--- config.mk ---
export PLATFORM = sky130hd
export DESIGN_NAME = if_id_stage
export DESIGN_NICKNAME = d
export VERILOG_FILES = /design/src/rtl/if_id_stage.sv
export SDC_FILE = /design/constraint.sdc
export NUM_CORES = 1
export LEC_CHECK = 0
export ABC_AREA = 1
export ABC_CLOCK_PERIOD_IN_PS = 2300
export CAP_MARGIN = 30
export CORE_ASPECT_RATIO = 1.5
export CORE_MARGIN = 2
export CORE_UTILIZATION = 44
export CTS_CLUSTER_SIZE = 8
export DETAILED_ROUTE_END_ITERATION = 7
export PLACE_DENSITY = 0.92
export SLEW_MARGIN = 20
export SYNTH_ARGS = -nofsm -noshare
export SYNTH_HDL_FRONTEND = slang
export SYNTH_SLANG_ARGS = --single-unit
--- constraint.sdc ---
create_clock -name clk -period 2.3 [get_ports clk]
set_clock_uncertainty 0.15 [all_clocks]
set_input_delay 0.345 -clock clk [delete_from_list [all_inputs] [get_ports clk]]
set_output_delay 0.345 -clock clk [all_outputs]
set_load 0.05 [all_outputs]
--- src/rtl/if_id_stage.sv ---
// if_id_stage
//   IF/ID pipeline register sitting directly after the PC/fetch stage.
//   Captures the fetched instruction and PC+4 every cycle, detects load-use
//   hazards against the load currently in ID/EX, squashes on a resolved
//   branch/jump redirect, and keeps saturating stall/flush event counters.
//
// Ports
//   clk, rst       rising-edge clock, synchronous active-high reset
//   order          instruction word from fetch
//   fa_out         PC+4 from fetch
//   redirect       taken branch/jump resolved downstream; squash IF/ID
//   id_ex_memrd    instruction in ID/EX is a load
//   id_ex_rt       destination register of that load
//   id_instr       registered instruction to decode
//   id_pc4         registered PC+4 to decode
//   id_valid       id_instr holds a real instruction (0 = bubble)
//   hazard         load-use stall; holds the fetch PC and this register
//   id_ex_bubble   zero ID/EX control this cycle (hazard & ~redirect)
//   stall_cnt      saturating count of stall cycles
//   flush_cnt      saturating count of redirect (flush) cycles
module if_id_stage #(
   parameter int unsigned        DATA_W = 32,
   parameter int unsigned        CNT_W  = 16,
   parameter logic [DATA_W-1:0]  NOP    = '0
) (
   input  logic              clk,
   input  logic              rst,
   input  logic [DATA_W-1:0] order,
   input  logic [DATA_W-1:0] fa_out,
   input  logic              redirect,
   input  logic              id_ex_memrd,
   input  logic [4:0]        id_ex_rt,
   output logic [DATA_W-1:0] id_instr,
   output logic [DATA_W-1:0] id_pc4,
   output logic              id_valid,
   output logic              hazard,
   output logic              id_ex_bubble,
   output logic [CNT_W-1:0]  stall_cnt,
   output logic [CNT_W-1:0]  flush_cnt
);

   logic [5:0] op;
   logic [4:0] rs;
   logic [4:0] rt;
   logic       uses_rt;

   // Hazard is derived only from registered state and the ID/EX inputs, so
   // there is no combinational path from order/fa_out back into fetch.
   always_comb begin
      op      = id_instr[31:26];
      rs      = id_instr[25:21];
      rt      = id_instr[20:16];
      uses_rt = (op == 6'h00) || (op == 6'h04) || (op == 6'h05) || (op == 6'h2B);
      hazard  = id_valid && id_ex_memrd && (id_ex_rt != 5'd0) &&
                ((id_ex_rt == rs) || (uses_rt && (id_ex_rt == rt)));
   end

   assign id_ex_bubble = hazard & ~redirect;

   always_ff @(posedge clk) begin
      if (rst) begin
         id_instr  <= NOP;
         id_pc4    <= '0;
         id_valid  <= 1'b0;
         stall_cnt <= '0;
         flush_cnt <= '0;
      end else begin
         // Redirect beats hazard: an older branch kills a stalled younger instruction.
         if (redirect) begin
            id_instr <= NOP;
            id_pc4   <= '0;
            id_valid <= 1'b0;
         end else if (!hazard) begin
            id_instr <= order;
            id_pc4   <= fa_out;
            id_valid <= 1'b1;
         end

         if (id_ex_bubble && (stall_cnt != '1))
            stall_cnt <= stall_cnt + CNT_W'(1);
         if (redirect && (flush_cnt != '1))
            flush_cnt <= flush_cnt + CNT_W'(1);
      end
   end

endmodule

**Word level (Yosys, flattened, before mapping)**

Cells that the tools add are included.

- Register bits after elaboration: 97
- Bits of input ports: 73
- Output and inout port bits: 99
- Word-level logic and storage cells: 29

- Add/sub/neg operators: 2
- Eq/ne operators: 7
- Bitwise operators: 2
- Reduce and logical (&&, ||, !) cells: 13

Operators by type and width:

| cell | number |
|---|---|
| adder 16 x 1 -> 16 bit, second input constant | 2 |
| inequality test 16 bit, second input constant | 2 |
| equality test 6 x 3 -> 1 bit, second input constant | 2 |
| equality test 5 bit | 2 |
| equality test 6 bit, second input constant | 1 |
| logical AND 1 bit | 6 |
| zero test 6 bit | 1 |
| nonzero test 5 bit | 1 |
| logical OR 1 bit | 4 |
| OR reduction 2 bit | 1 |
| bitwise AND 1 bit | 1 |
| inverter 1 bit | 1 |

**Depth between registers and ports, before layout**

- Word-level depth: 9
- Depth in mapped cells: 12

**Worst setup path before layout**

No wires, ideal clock.

- Path type: register -> output
- Start: register id_instr[21]
- End: output id_ex_bubble
- Data arrival time: 2.176 ns
- Required time: 1.805 ns
- Path slack: -0.371 ns
- Stages on the path, launching flop included: 12
- Cell sequence: dfxtp_1 > inv_1 > nand2_1 > nand2_1 > nor2_1 > nand2_1 > nor2_1 > nor2_1 > nor2_4 > inv_2 > buf_2 > nor2_1

- Word-level cells in the longest chain between the ends: 4

Ends and longest elaborated chain:

| element | RTL line | source |
|---|---|---|
| from (decl) | 33 | `output logic [DATA_W-1:0] id_instr,` |
| from (signal assigned) | 74 | `id_instr <= order;` |
| equality test 5 bit | 55 | `((id_ex_rt == rs) \|\| (uses_rt && (id_ex_rt == rt)));` |
| logical OR 1 bit | 55 |  |
| logical AND 1 bit | 54 | `hazard = id_valid && id_ex_memrd && (id_ex_rt != 5'd0) &&` |
| bitwise AND 1 bit | 58 | `assign id_ex_bubble = hazard & ~redirect;` |
| to (decl) | 37 | `output logic id_ex_bubble,` |

No other way between the ends.

**Worst setup path in the final report**

- Start: register id_instr[17]
- End: output id_ex_bubble

- Word-level cells in the longest chain between the ends: 5

Ends and longest elaborated chain:

| element | RTL line |
|---|---|
| equality test 5 bit | 55 |
| logical AND 1 bit | 55 |
| logical OR 1 bit | 55 |
| logical AND 1 bit | 54 |
| bitwise AND 1 bit | 58 |

No other way between the ends.

==> results <==
## through the flow
step	worst slack [ns]	cell area, µm²	utilization [%]	TNS [ns]
6_report	0.0347	6610	68.6	0
5_1_grt	-0.0504	6610	68.6	-0.0504
4_1_cts	0.0287	6560	68.0	0
3_5_place_dp	-0.0781	6260	65.0	-0.688
3_3_place_gp	-0.0501	6260	65.0	-0.0524
2_1_floorplan	0.00376	4320	-	0
## layout make-up
cell class / instances / area (µm²) / area share [%]
Clock buffer: 10 / 239 / 3.62
Timing Repair Buffer: 194 / 1930 / 29.3
Sequential cell: 97 / 1960 / 29.6
Clock inverter: 6 / 56.3 / 0.852
Inverter: 51 / 191 / 2.90
Tap cell: 115 / 144 / 2.18
Multi-Input combinational cell: 429 / 2090 / 31.6
## registers in the layout (all words and copies together) (netlist names)
signal     cells
id_valid       1
id_pc4        32
stall_cnt     16
id_instr      32
flush_cnt     16
## worst min-delay path, cell delays in order (launching register included)
cell	delay (ns)
dfxtp_2	0.33
inv_2	0.05
a21oi_1	0.06
## routing by layer
metal	track usage, %	up-vias	share of wire (%)
met5	0	-	0
met4	8.68	0	1.8
met3	5.08	22	7.1
met2	44.0	181	53
met1	25.7	2058	38
li1	-	2294	-
## worst min-delay path by stage
stage | start | endpoint | slack, ns
finish | id_instr[26] | id_instr[26] | 0.33
global route | id_instr[16] | id_instr[16] | 0.34
CTS | id_instr[4] | id_instr[4] | 0.34
detailed placement | id_instr[4] | id_instr[4] | 0.32
global placement | id_pc4[1] | id_pc4[1] | 0.31
floorplan | order[10] | id_instr[10] | 0.36
## cell usage after synthesis
cell / number / share of area [%]
ha_1: 2 / 0.58
xnor2_1: 6 / 1.2
nor2_4: 2 / 0.52
o21ai_1: 2 / 0.23
buf_2: 10 / 1.2
nand3_2: 1 / 0.23
a21oi_1: 24 / 2.8
and3_1: 2 / 0.29
nand3b_1: 3 / 0.52
nand2_2: 1 / 0.15
inv_1: 45 / 3.9
clkbuf_1: 13 / 1.1
o21ai_0: 71 / 8.2
nor4_1: 2 / 0.29
nand3_1: 15 / 1.7
nor2_2: 1 / 0.15
buf_4: 2 / 0.35
a21oi_2: 9 / 1.8
nand2_1: 90 / 7.8
buf_6: 2 / 0.52
nand4_1: 13 / 1.9
nand3_4: 1 / 0.41
xor2_1: 11 / 2.2
nand4_4: 1 / 0.49
dfxtp_1: 97 / 45
inv_2: 5 / 0.44
clkinv_1: 1 / 0.087
o21bai_1: 6 / 1.0
nor2_1: 158 / 14
nor3_1: 8 / 0.93
## logic make-up (layout without fill, tap and decap cells)
logic type                 count (synthesis)  in the layout  share of synthesized area [%]
buffers and inverters                     78            261                           7.60
DFF                                       97             97                           45.0
xor gates and xnor gates                  17             17                           3.45
adders and majority gates                  2              2                          0.580
AOI/OAI and AO/OA                        112            112                           14.1
and+or+nand+nor                          298            298                           29.2
## where the power goes
part           leakage (µW)  internal [µW]  switching (µW)
combinational       0.00177            250             333
sequential         0.000797           1730            32.1
clock              0.000144            788             685
total               0.00271           2770            1050
## what timing repair did
item / CTS / global route
hold endpoints to repair: 0 / 0
pin swaps: 1 / 7
gates resized for setup: 5 / 23
setup endpoints to repair: 2 / 2
hold buffers: 0 / 0
setup buffers: 1 / 1
==> impl_metrics.tcl <==
set metrics [dict create \
    status "finished, final reports clean" \
    syn_to_final_growth_pct 53.3 \
    synth-seq-cells 97 \
    syn_area_um2 4310 \
    fp.dieH_um 125 \
    synthCells 604 \
    vias_per_cell 5.05 \
    portBuffers 171 \
    crit_cells 10 \
    reg2reg_to "stall_cnt[12]" \
    globalRouteTotalUtil_pct 23.6 \
    wl_um 12900 \
    final_max_slew_viol_count 0 \
    arrival_ns 1.77 \
    dp_hpwl_um 9280 \
    fin_hold_ws_ns 0.328 \
    grt_pass1_wl_um 20300 \
    path_max_fanout 4 \
    worstPathCellList "inv_1 -> nor2_1 -> nor2_2 -> nand3_2 -> nor2_2 -> nor2_2 -> nor2_4 -> inv_2 -> nor2_4 -> buf_12" \
    r2r_start "stall_cnt[1]" \
    wl_per_cell_um 14.3 \
    cpPeakStageDelay_ns 0.32 \
    dr.pass1.iters 6 \
    timing.fmax_ghz 0.441 \
    crit_start "id_instr[17]" \
    cts_buffer_depth 2 \
    antenna_found_initial 0 \
    finalPower_uw 3820 \
    fin_crit_ns 2.27 \
    ir_worst_vdd_mv 0.515 \
    nNetsFinal 857 \
    cts_tree "built" \
    crit_buf_inv 3 \
    dp.cells 884 \
    hold_violations 0 \
    initialDrtViolationCount 253 \
    required_ns 1.80 \
    synth_area_per_cell_um2 7.14 \
    yosysUniqueCellTypes 30 \
    worstSkewPairLatency_ns 0.34 \
    p_per_area_nw_per_um2 578 \
    initial_core_util_pct 44.8 \
    yosys_warnings 0 \
    rsz0062_at_grt "yes" \
    drc 0 \
    first_global_vias 4223 \
    n_antenna_cell 0 \
    slew_headroom_pct 63.8 \
    fin_crit_sh_pct 98.5 \
    final_cells 902 \
    cp-start-kind "register" \
    critPathCaptureType "primary output" \
    gp_congestion 0.951 \
    worst_pin_slew_ns 0.541 \
    crit_top_cell "nor2_2" \
    num_vias 4555 \
    die-width_um 84.8 \
    hold_class "reg -> reg" \
    yosysSeqAreaShare_pct 45.0 \
    synth_nets 679 \
    clock-root-buffer "clkbuf_16" \
    core_area_um2 9630 \
    die_area_um2 10600 \
    drive_above_1_share_pct 11.2 \
    pin_count 172 \
    final_common_cell "clkdlybuf4s50_1" \
    fill_cells 716 \
    final-setup-viol-count 0 \
    clk_pin_slew_ns 0.07 \
    cts-buffers-inserted 9 \
    worst_path_max_delay_cell "dfxtp_2" \
    grt_max_degree 66 \
    power.leakage_uw 0.00271 \
    cp_top_family "simple AND/OR/NAND/NOR gates" \
    cts_sinks 97 \
    endpoint "id_ex_bubble" \
    r2r_cells 11 \
    r2r_slack_ns 0.20 \
    htree_levels 3 \
    layout_common_cells "clkdlybuf4s50_1 (163), nor2_1 (151), nand2_1 (88)" \
    antenna_left 0 \
    grt_overflow 0 \
    row_count 44 \
    critPathKind "reg -> out" \
    hold_depth 2 \
    drv_cap 0 \
]
Note: power is estimated with default switching activity, not from simulation.
